[config.mk]
export PLATFORM = sky130hd
export DESIGN_NAME = load_store_unit
export DESIGN_NICKNAME = d
export VERILOG_FILES = /design/src/rtl/load_store_unit.sv
export SDC_FILE = /design/constraint.sdc
export NUM_CORES = 1
export LEC_CHECK = 0
export BUFFER_PORTS_ARGS = -buffer_cell sky130_fd_sc_hd__buf_2
export CAP_MARGIN = 20
export CORE_MARGIN = 2
export CORE_UTILIZATION = 48
export DETAILED_ROUTE_END_ITERATION = 16
export PLACE_DENSITY = 0.9
export SLEW_MARGIN = 20
export SYNTH_ARGS = -nofsm -noshare
export SYNTH_HDL_FRONTEND = slang
export SYNTH_SLANG_ARGS = --single-unit
[constraint.sdc]
create_clock -name clk -period 3.7 [get_ports clk]
set_input_delay 0.185 -clock clk [delete_from_list [all_inputs] [get_ports clk]]
set_output_delay 0.185 -clock clk [all_outputs]
set_load 0.02 [all_outputs]
[src/rtl/load_store_unit.sv]
// Memory-access stage: serializes one load/store at a time toward the data memory,
// range-checks addresses and returns each completed operation to writeback.
module load_store_unit #(
    parameter int ADDR_W    = 16,
    parameter int DATA_W    = 16,
    parameter int MEM_DEPTH = 70,
    parameter int READ_LAT  = 1,
    parameter int REG_W     = 3
) (
    input  logic              clk,
    input  logic              reset,
    input  logic              req_valid,
    output logic              req_ready,
    input  logic [1:0]        req_op,
    input  logic [ADDR_W-1:0] req_addr1,
    input  logic [ADDR_W-1:0] req_addr2,
    input  logic [DATA_W-1:0] req_wdata,
    input  logic [REG_W-1:0]  req_rd,
    output logic              mem_read,
    output logic              mem_write,
    output logic [ADDR_W-1:0] read_address1,
    output logic [ADDR_W-1:0] read_address2,
    output logic [ADDR_W-1:0] write_address,
    output logic [DATA_W-1:0] write_data,
    input  logic [DATA_W-1:0] mem_rdata1,
    input  logic [DATA_W-1:0] mem_rdata2,
    output logic              resp_valid,
    input  logic              resp_ready,
    output logic [1:0]        resp_op,
    output logic [REG_W-1:0]  resp_rd,
    output logic [DATA_W-1:0] resp_data1,
    output logic [DATA_W-1:0] resp_data2,
    output logic              resp_err
);
    typedef enum logic [2:0] {IDLE, READ, WAIT, WRITE, RESP} state_t;

    localparam logic [1:0] OP_NOP   = 2'b00;
    localparam logic [1:0] OP_PAIR  = 2'b10;
    localparam logic [1:0] OP_STORE = 2'b11;
    localparam logic [ADDR_W-1:0] ADDR_LIMIT = ADDR_W'(MEM_DEPTH);
    localparam logic [2:0] WAIT_INIT = 3'((READ_LAT > 1) ? READ_LAT - 2 : 0);

    state_t            state_reg, state_next;
    logic [2:0]        cnt_reg, cnt_next;
    logic [1:0]        op_reg;
    logic [REG_W-1:0]  rd_reg;
    logic [ADDR_W-1:0] addr1_reg, addr2_reg;
    logic [DATA_W-1:0] wdata_reg, data1_reg, data2_reg;
    logic              err_reg;

    logic accept;
    logic req_err;

    assign accept  = req_valid && (state_reg == IDLE);
    assign req_err = (req_addr1 >= ADDR_LIMIT) ||
                     ((req_op == OP_PAIR) && (req_addr2 >= ADDR_LIMIT));

    always_comb begin
        state_next = state_reg;
        cnt_next   = cnt_reg;
        case (state_reg)
            IDLE: begin
                if (accept && (req_op != OP_NOP)) begin
                    if (req_err)
                        state_next = RESP;
                    else if (req_op == OP_STORE)
                        state_next = WRITE;
                    else
                        state_next = READ;
                end
            end
            READ: begin
                if (READ_LAT > 1) begin
                    state_next = WAIT;
                    cnt_next   = WAIT_INIT;
                end else begin
                    state_next = RESP;
                end
            end
            WAIT: begin
                if (cnt_reg == 3'd0)
                    state_next = RESP;
                else
                    cnt_next = cnt_reg - 3'd1;
            end
            WRITE: state_next = RESP;
            RESP: begin
                if (resp_ready)
                    state_next = IDLE;
            end
            default: state_next = IDLE;
        endcase
    end

    always_ff @(posedge clk) begin
        if (reset) begin
            state_reg <= IDLE;
            cnt_reg   <= 3'd0;
            op_reg    <= 2'b00;
            rd_reg    <= '0;
            addr1_reg <= '0;
            addr2_reg <= '0;
            wdata_reg <= '0;
            data1_reg <= '0;
            data2_reg <= '0;
            err_reg   <= 1'b0;
        end else begin
            state_reg <= state_next;
            cnt_reg   <= cnt_next;
            // nops are dropped without touching the latched request, so the
            // memory-port outputs keep their last values while idle
            if (accept && (req_op != OP_NOP)) begin
                op_reg    <= req_op;
                rd_reg    <= req_rd;
                addr1_reg <= req_addr1;
                addr2_reg <= req_addr2;
                wdata_reg <= req_wdata;
                err_reg   <= req_err;
                data1_reg <= '0;
                data2_reg <= '0;
            end
            if (((state_reg == READ) || (state_reg == WAIT)) && (state_next == RESP)) begin
                data1_reg <= mem_rdata1;
                data2_reg <= (op_reg == OP_PAIR) ? mem_rdata2 : '0;
            end
        end
    end

    assign req_ready     = (state_reg == IDLE);
    assign mem_read      = (state_reg == READ);
    assign mem_write     = (state_reg == WRITE);
    assign resp_valid    = (state_reg == RESP);
    assign read_address1 = addr1_reg;
    assign read_address2 = addr2_reg;
    assign write_address = addr1_reg;
    assign write_data    = wdata_reg;
    assign resp_op       = op_reg;
    assign resp_rd       = rd_reg;
    assign resp_data1    = data1_reg;
    assign resp_data2    = data2_reg;
    assign resp_err      = err_reg;
endmodule

==> results of run 1 <==
-- layout make-up --
| type | count | area (um^2) |
|---|---|---|
| Clock buffer | 9 | 124 |
| Clock inverter | 7 | 58.8 |
| Fill cell | 632 | 2660 |
| Inverter | 7 | 26.3 |
| Multi-Input combinational cell | 272 | 1420 |
| Sequential cell | 92 | 1840 |
| Tap cell | 99 | 124 |
| Timing Repair Buffer | 197 | 993 |
-- power breakdown --
group	leakage (nW)	internal, mW	switching [mW]
Sequential	0.749	1.03	0.0233
Combinational	1.36	0.0993	0.177
Clock	0.0857	0.255	0.371
Total	2.19	1.38	0.572
-- worst paths after layout --
kind	startpoint	to	slack (ns)	depth (start not counted)
worst max-delay path	cnt_reg[0]$_SDFFE_PP0P_	resp_data2[11]$_SDFFE_PP0P_	1.46	6
worst min-delay path	mem_rdata2[0]	resp_data2[0]$_SDFFE_PP0P_	0.05	2
worst max register to register	cnt_reg[0]$_SDFFE_PP0P_	resp_data2[11]$_SDFFE_PP0P_	1.46	6
worst min register to register	write_data[13]$_SDFFE_PP0P_	write_data[13]$_SDFFE_PP0P_	0.46	2
-- worst max-delay path, delay by kind of cell (launching register included) --
| family | cells | cell delay (ns) |
|---|---|---|
| buffers and inverters | 1 | 0.10 |
| AO/OA/AOI/OAI | 2 | 0.53 |
| AND/OR/NAND/NOR | 2 | 1.02 |
| flip-flops | 1 | 0.31 |
| adder cells (fa/ha/maj) | 1 | 0.22 |
-- through the flow --
step           cell area, um^2  utilization, %  setup slack [ns]  instances
3_3_place_gp              4410            60.8              1.60        667
6_report                  4590            63.3              1.46        683
5_1_grt                   4590            63.3              1.30        683
2_1_floorplan             3580               -              2.02        416
3_5_place_dp              4410            60.8              1.48        667
4_1_cts                   4590            63.3              1.47        683
-- routing by layer --
metal  global-route usage (%)  vias up
met5                        0        -
met3                     2.25       17
met1                     25.1     1651
met4                     9.62        0
met2                     41.2      140
li1                         -     1701
-- synthesized netlist by cell type --
cell type | instances | area share (%)
a22o_1 | 7 | 1.7
inv_1 | 7 | 0.73
o21ai_0 | 1 | 0.14
nor2_1 | 7 | 0.73
nand3_1 | 18 | 2.5
mux2i_1 | 1 | 0.28
clkbuf_1 | 16 | 1.7
o21ai_1 | 1 | 0.14
nand3b_1 | 1 | 0.21
and3_1 | 1 | 0.17
nand2_1 | 122 | 13
and4bb_1 | 1 | 0.35
buf_6 | 8 | 2.5
nor2b_1 | 2 | 0.35
mux2_2 | 1 | 0.31
o2111ai_1 | 2 | 0.49
xnor2_1 | 1 | 0.24
or3_1 | 1 | 0.17
nand2b_1 | 1 | 0.17
a2111oi_0 | 3 | 0.73
o21bai_2 | 1 | 0.31
dfxtp_1 | 92 | 51
nor4_1 | 2 | 0.35
nor3_4 | 1 | 0.45
nor3b_1 | 2 | 0.42
buf_4 | 19 | 4.0
buf_2 | 2 | 0.28
nor4b_4 | 2 | 1.3
a22o_2 | 9 | 2.5
ha_1 | 2 | 0.70
and2b_1 | 1 | 0.21
o21ba_1 | 1 | 0.28
a21oi_1 | 73 | 10
nor3_1 | 6 | 0.84
o21a_1 | 1 | 0.21
-- cells by family after synthesis --
kind of cell | count (synthesis)
adder cells (fa/ha/maj) | 2
AND/OR/NAND/NOR | 168
buffers and inverters | 52
multiplexers | 2
XOR/XNOR | 1
flip-flops | 92
AO/OA/AOI/OAI | 99
==> results.yml, run 1 <==
route:
  wire_per_inst_um: 14.0
  ant_nets: 0
  highest_layer: "met4"
  dr.pass1.iters: 4
  route.met2.wl_um: 5150
  met3_length_um: 471
  viasPerCell: 5.14
  totalWireLength_um: 9540
  initialDrtViolationCount: 146
  wl_met1_um: 3710
  drc: 0
  num_vias: 3509
power_and_ir_drop:
  pwr_density_cell_mw_per_mm2: 425
  power_mw: 1.95
  p_leak_nw: 2.19
  ir_worst_vdd_uv: 195
clocking:
  postCtsHoldBufs: 0
  cts_buffers: 9
  h-tree-depth: 3
  insertion_delay_ns: 0.35
  cts_resized: 0
  postCtsSetupBuffers: 0
  clock-sinks: 92
  cts_root_buf: "clkbuf_8"
  clk_path_buf_depth: 2
  cts.clk_slew.worst_paths_ns: 0.09
  cts_tree: "built"
timing:
  fin_tns_setup_ns: 0
  fmax_mhz: 446
  min_period_ns: 2.24
  finalSetupViolCount: 0
  relSlewSlack_pct: 45.5
  rsz0062_at_grt: "no"
  slew_violations: 0
  worstMarginPinSlew_ns: 0.814
  fin_crit_sh_pct: 60.6
  finClkSkew_ns: 0.0104
  hold-worst-slack_ns: 0.0472
  hold_viol: 0
place:
  dp_hpwl_um: 7210
  numPortBuffers: 194
  place.gp.congestion: 0.832
yosys:
  ys_types: 35
  synth_area_per_cell_um2: 8.61
  synthSimpleGateAreaFrac_pct: 21.1
  synth_compound_area_share_pct: 16.7
  synthesis.area_mm2: 0.00358
  yosysSeqAreaShare_pct: 51.5
  syn_inst: 416
  yosys_warnings: 0
  yosys_register_bits: 92
  synth_fa_ha_area_share_pct: 0.699
  synthXorXnorAreaFrac_pct: 0.245
  synth_top_family_by_area: "simple AND/OR/NAND/NOR gates"
  synth_nets: 507
  synthMuxAreaShare_pct: 0.594
grt:
  antenna_found_initial: 0
  grt_overflow: 0
  grt_pass1_vias: 3197
  grt_pass1_wl_um: 14700
  grt_max_degree: 63
  track_usage_pct: 22.0
critical_path:
  cp_slowest_cell: "nor4b_4"
  path_class: "reg -> reg"
  crit_path_start_kind: "flop"
  cp-end-kind: "flop"
  cp_data_required_time_ns: 4.00
  worst_ep_arrival_time_ns: 2.54
  critPathMaxStageDelay_ns: 0.76
  worstPathCellList: "inv_1 -> ha_1 -> and4bb_1 -> o21bai_2 -> nor4b_4 -> a22o_2"
  crit_fanout: 17
flow_run:
  cap_violations: 0
floorplanning:
  num_rows: 31
  pin_count: 195
  coreArea_mm2: 0.00725
  die_height_um: 90.4
  die_width_um: 90.4
  start_util_pct: 49.4
  dieArea_mm2: 0.00816
cells_and_area:
  area_growth_pct: 28.2
  diodes: 0
  final_common_cell: "buf_2"
  final_cell_mix: "194 x buf_2, 122 x nand2_1, 92 x dfxtp_1, 73 x a21oi_1, 18 x nand3_1"
  nNetsFinal: 670
  drive_gt1_share_pct: 39.2
worst_hold_path:
  min_path_type: "in -> reg"
outcome:
  status: "completed"
Power figures use the tool's default switching activity.
==> run 2, diff against run 1 <==
- ABC_AREA: default -> 1
- CORE_UTILIZATION: 48 -> 46
- PLACE_DENSITY: 0.9 -> 0.85
- clock period: 3.7 -> 2.17 ns (I/O delays scaled with it)
==> run 2 against run 1 <==
  * Global-route usage grew 0.73 points
  * Sequential power grew 71%
  * Die area grew 16%
  * Area after synthesis grew 12%
  * Critical path depth grew 5
  * Register-to-register slack lost 1.0 ns
  * Synthesized cell count grew 22%
  * Setup slack lost 1.1 ns
==> results.yml, run 2 <==
clocking:
  insertion_delay_ns: 0.35
  h-tree-depth: 3
  cts_tree: "built"
  cts_root_buf: "clkbuf_8"
  clk_path_buf_depth: 2
  cts_resized: 0
  cts.clk_slew.worst_paths_ns: 0.09
  clock-sinks: 92
  postCtsSetupBuffers: 0
  cts_buffers: 9
yosys:
  yosysMostFrequentCell: "nand2_1"
  synth_top_cell_by_area: "dfxtp_1"
  yosysSeqAreaShare_pct: 45.8
  synth_fa_ha_area_share_pct: 0.622
  synth_edf_count: 0
  synthesis.area_mm2: 0.00402
  syn_inst: 507
  synth_nets: 598
  synth_ff_type: "dfxtp_1"
  yosys_warnings: 0
  synthMuxAreaShare_pct: 0
  synth_common_cells: "113 x nand2_1, 92 x dfxtp_1, 85 x a21oi_1"
  synth_area_per_cell_um2: 7.93
  synth_top_area_share_pct: 45.8
  yosys_register_bits: 92
  synthXorXnorAreaFrac_pct: 0
  synth_compound_area_share_pct: 12.2
  synth_top_family_by_area: "simple AND/OR/NAND/NOR gates"
  ys_types: 25
  async_flop_share_pct: 0
  synthTopCellsByArea: "dfxtp_1 46%, a21oi_1 11%, nand2_1 11%"
  synthSimpleGateAreaFrac_pct: 30.1
floorplanning:
  die_height_um: 97.5
  start_util_pct: 46.8
  dieArea_mm2: 0.00951
  num_rows: 34
  die_width_um: 97.5
  coreArea_mm2: 0.00859
  pin_count: 195
power_and_ir_drop:
  pwr-share-seq_pct: 48.6
  internal-power_mw: 2.68
  clock_power_share_pct: 34.7
  sw_frac_of_total_pct: 27.8
  ir_worst_vdd_uv: 411
  pwr_density_cell_mw_per_mm2: 693
  p_switching_mw: 1.03
  p_leak_nw: 2.49
  pwr-share-comb_pct: 16.7
grt:
  antenna_found_initial: 0
  track_usage_pct: 22.7
  grt_pass1_wl_um: 18000
  grt_pass1_vias: 3943
  grt_overflow: 0
  grt_max_degree: 58
timing:
  min_period_ns: 1.80
  relSlewSlack_pct: 50.4
  fin_crit_sh_pct: 83.0
  finalSetupViolCount: 0
  worstMarginPinSlew_ns: 0.744
  fmax_mhz: 555
  finalWorstSetupSlack_ns: 0.369
  finClkSkew_ns: 0.0130
  hold_viol: 0
  rsz0062_at_grt: "no"
  slew_violations: 0
  fin_tns_setup_ns: 0
critical_path:
  cp-end-kind: "flop"
  crit_path_start_kind: "input pin"
  crit_fanout: 32
  r2r_setup_slack_ns: 0.42
  cp_data_required_time_ns: 2.44
  path_class: "in -> reg"
  worst_ep_arrival_time_ns: 2.07
cells_and_area:
  drive_gt1_share_pct: 37.6
  final_cell_mix: "194 x buf_2, 113 x nand2_1, 92 x dfxtp_1, 85 x a21oi_1, 34 x inv_1"
  post-route-util_pct: 62.3
  area_growth_pct: 33.1
  diodes: 0
  final_common_cell: "buf_2"
  nNetsFinal: 780
route:
  initialDrtViolationCount: 185
  viasPerCell: 5.16
  totalWireLength_um: 11100
  ant_nets: 0
  wire_per_inst_um: 13.9
  num_vias: 4139
  dr.pass1.iters: 4
  drc: 0
outcome:
  status: "completed"
worst_hold_path:
  min_path_type: "in -> reg"
place:
  numPortBuffers: 194
  dp_hpwl_um: 7520
  pre_cts_ws_ns: 0.461
  place.gp.congestion: 0.807
flow_run:
  cap_violations: 0
-- run 2: routing by layer --
metal / track usage, % / vias up / routed length (um)
li1: - / 2020 / -
met1: 27.6 / 1931 / 4600
met2: 39.6 / 164 / 5600
met3: 4.17 / 24 / 687
met4: 8.97 / 0 / 243
met5: 0 / - / 0
-- run 2: final cells by class --
cell class | instances | area [um^2]
Fill cell | 738 | 3240
Sequential cell | 92 | 1840
Multi-Input combinational cell | 326 | 1730
Timing Repair Buffer | 224 | 1290
Clock buffer | 11 | 141
Inverter | 36 | 135
Tap cell | 108 | 135
Clock inverter | 5 | 83.8
-- run 2: path summary, 6_finish.rpt --
check / start / endpoint / cells after the start
setup / recovery: req_addr2[13] / resp_data2[0]$_SDFFE_PP0P_ / 11
hold / removal: req_addr1[2] / read_address1[2]$_SDFFE_PP0P_ / 3
setup reg to reg: state_reg[2]$_SDFF_PP0_ / resp_data2[0]$_SDFFE_PP0P_ / 9
hold reg to reg: read_address2[15]$_SDFFE_PP0P_ / read_address2[15]$_SDFFE_PP0P_ / 2
-- run 2: metrics by stage --
step	area [um^2]	power, mW	instances	hold slack, ns
final	5350	3.71	802	0.0163
after detailed placement	4920	2.43	765	0.369
after CTS	5350	3.73	802	0.0000180
after floorplan	4020	2.21	507	0.256
after global routing	5350	3.87	802	0.00151
after global placement	4920	2.41	765	0.363
-- run 2: cells by family (layout without fill, tap and decap cells) --
logic type | count (synthesis) | in the layout
AOI/OAI and AO/OA | 94 | 94
adders and majority gates | 2 | 2
buffers and inverters | 89 | 276
DFF | 92 | 92
and+or+nand+nor | 230 | 230
-- run 2: worst max-delay path, stage by stage --
cell,delay [ns]
dlygate4sd3_1,0.54
buf_2,0.13
nor2_1,0.09
nand3_1,0.08
nor2_1,0.09
nand2_1,0.10
nand2_1,0.14
nand3_4,0.10
nand3_4,0.38
nand3_1,0.13
a21oi_1,0.17
-- run 2: timing repair --
item	4_1_cts	5_1_grt
endpoints found under the hold margin	21	0
setup endpoints to repair	0	0
hold buffers	21	0
-- run 2: power groups by stage --
stage / Sequential [mW] / Combinational [mW] / Clock [mW]
floorplan: 1.93 / 0.287 / 0
global placement: 1.84 / 0.573 / 0
detailed placement: 1.84 / 0.586 / 0
CTS: 1.80 / 0.616 / 1.31
global route: 1.81 / 0.675 / 1.38
finish: 1.80 / 0.620 / 1.29
==> run 3, diff against run 2 <==
- ABC_AREA: 1 -> 0
- CORE_UTILIZATION: 46 -> 40
- PLACE_DENSITY: 0.85 -> 0.81
- clock period: 2.17 -> 1.54 ns (I/O delays scaled with it)
==> run 3 against run 2 <==
  * The run now ends with setup timing left
  * Highest routed layer unchanged
  * Largest power group unchanged
  * Routed wire length up 10%
  * Critical endpoint is now resp_data2[7]$_SDFFE_PP0P_
  * Sequential share of layout area fell by 3.0 points
  * Global-route usage fell by 0.36 points
  * Core utilization up 5.2 points
  * Clock power is 32% higher
  * Via count shrank 3.8%
==> results.yml, run 3 (synthesis results as in run 1) <==
outcome:
  status: "finished, violations left"
  violations: "setup timing"
timing:
  rsz0062_at_grt: "yes"
  finClkSkew_ns: 0.0150
  finalWorstSetupSlack_ns: -0.0378
  relSlewSlack_pct: 64.1
  slew_violations: 0
  fmax_mhz: 634
  min_period_ns: 1.58
  hold_viol: 0
  finalSetupViolCount: 34
  worstMarginPinSlew_ns: 0.525
  fin_crit_sh_pct: 102
power_and_ir_drop:
  clock_power_share_pct: 32.6
  internal-power_mw: 3.76
  sw_frac_of_total_pct: 28.0
  pwr-share-seq_pct: 48.4
  p_switching_mw: 1.46
  p_leak_nw: 2.76
  ir_worst_vdd_uv: 446
  pwr_density_cell_mw_per_mm2: 887
  pwr-share-comb_pct: 19.0
place:
  place.gp.congestion: 0.880
  numPortBuffers: 194
  pre_cts_ws_ns: -0.0331
  dp_hpwl_um: 6960
  placed_cells: 691
cells_and_area:
  fillers: 637
  layout.cells.non_filler: 797
  area_growth_pct: 64.3
  final_common_cell: "buf_2"
  drive_gt1_share_pct: 38.5
  final_cell_mix: "194 x buf_2, 122 x nand2_1, 87 x dfxtp_1, 83 x dlygate4sd3_1, 70 x a21oi_1"
  nNetsFinal: 775
  diodes: 0
route:
  num_vias: 3983
  wire_per_inst_um: 15.4
  ant_nets: 0
  dr.pass1.iters: 5
  drc: 0
  initialDrtViolationCount: 171
  viasPerCell: 5.00
  totalWireLength_um: 12300
critical_path:
  worst_ep_arrival_time_ns: 1.82
  r2r-start: "cnt_reg[1]$_SDFFE_PP0P_"
  worstPathCellList: "inv_2 -> ha_4 -> and4bb_1 -> buf_6 -> o21bai_4 -> nor4b_4 -> buf_12 -> a22o_2"
  cp-end-kind: "flop"
  cp_data_required_time_ns: 1.79
  cp_slowest_cell: "dfxtp_2"
  path_class: "reg -> reg"
  r2r_setup_slack_ns: -0.04
  crit_family: "compound AO/OA/AOI/OAI gates"
  crit_path_start_kind: "flop"
  critPathMaxStageDelay_ns: 0.33
  crit_fanout: 16
  r2r_end: "resp_data2[7]$_SDFFE_PP0P_"
  cp.depth: 8
  path_buf_inv: 3
  r2r_cells: 8
  cp-endpoint: "resp_data2[7]$_SDFFE_PP0P_"
  startpoint: "cnt_reg[1]$_SDFFE_PP0P_"
clocking:
  h-tree-depth: 3
  cts_buffers: 9
  clk_path_buf_depth: 2
  cts_tree: "built"
  cts.clk_slew.worst_paths_ns: 0.10
  insertion_delay_ns: 0.36
  clock-sinks: 92
  cts_root_buf: "clkbuf_8"
grt:
  grt_max_degree: 42
  antenna_found_initial: 0
  grt_pass1_wl_um: 17600
  track_usage_pct: 22.3
  grt_pass1_vias: 3806
  grt_overflow: 0
floorplanning:
  die_height_um: 98.6
  die_width_um: 98.6
  start_util_pct: 41.0
  dieArea_mm2: 0.00972
  num_rows: 34
  coreArea_mm2: 0.00872
  pin_count: 195
worst_hold_path:
  min_path_type: "in -> reg"
flow_run:
  cap_violations: 0
## run 3: changes by cell type in the layout (fill, tap and decap cells not counted), sizes merged, moves of 4 or more
cell	previous run	this run
a21oi	85	73
inv	37	10
buf	203	213
a22o	0	16
nand2	117	122
a211oi	5	0
nor2	37	7
dlygate4sd3	21	83
nand3	40	18
nor3	3	7
clkbuf	11	16
nand4	32	0
## run 3: worst min path at each step
stage                        start                          end  slack [ns]  depth (start not counted)
floorplan            mem_rdata2[6]   resp_data2[6]$_SDFFE_PP0P_        0.21                          1
global placement     mem_rdata2[5]   resp_data2[5]$_SDFFE_PP0P_        0.29                          2
detailed placement  mem_rdata2[15]  resp_data2[15]$_SDFFE_PP0P_        0.30                          2
CTS                      req_op[0]      resp_op[0]$_SDFFE_PP0P_        0.05                          3
global route             req_op[0]      resp_op[0]$_SDFFE_PP0P_        0.06                          3
finish                   req_op[0]      resp_op[0]$_SDFFE_PP0P_        0.06                          3
## run 3: power groups by stage
stage	registers (mW)	clock network, mW	logic (mW)
after floorplan	2.68	0	0.327
after global placement	2.57	0	0.692
final	2.53	1.70	0.992
after detailed placement	2.58	0	0.703
after CTS	2.52	1.74	0.891
after global routing	2.54	1.85	1.06
## run 3: routing by layer
metal	vias up	wire length, um	share of wire, %	GRT usage (%)
li1	1912	-	-	-
met3	21	762	6.2	5.39
met5	-	0	0	0
met2	169	6550	53	41.7
met4	0	257	2.1	8.32
met1	1881	4690	38	24.3
## run 3: metrics by stage
step                      setup TNS (ns)  power (mW)  util [%]  area [um^2]  hold slack, ns
after floorplan                   -0.995        3.00         -         3610           0.210
after global placement                 0        3.26      53.0         4620           0.294
after detailed placement          -0.273        3.28      53.0         4620           0.302
after CTS                         -0.469        5.15      65.3         5700          0.0497
after global routing               -6.50        5.44      67.5         5880          0.0567
final                             -0.543        5.22      67.5         5880          0.0582
## run 3: final cells by class
| class | instances | area [um^2] | share of cell area, % |
|---|---|---|---|
| inverter | 7 | 26.3 | 0.447 |
| multi-input combinational | 272 | 1480 | 25.1 |
| clock buffer | 10 | 138 | 2.34 |
| sequential | 92 | 1850 | 31.4 |
| timing repair buffer | 302 | 2190 | 37.2 |
| tap | 108 | 135 | 2.30 |
| clock inverter | 6 | 70.1 | 1.19 |
## run 3: worst min-delay path, delay by kind of cell
| family | cells | cell delay [ns] |
|---|---|---|
| buffers and inverters | 1 | 0.14 |
| and+or+nand+nor | 1 | 0.09 |
| AOI/OAI and AO/OA | 1 | 0.06 |
## run 3: what timing repair did
action,4_1_cts,5_1_grt
pin swaps,0,7
hold buffers,83,0
endpoints found under the hold margin,83,0
resized for setup,4,10
cloned,1,6
setup endpoints to repair,25,52
setup buffers,0,0
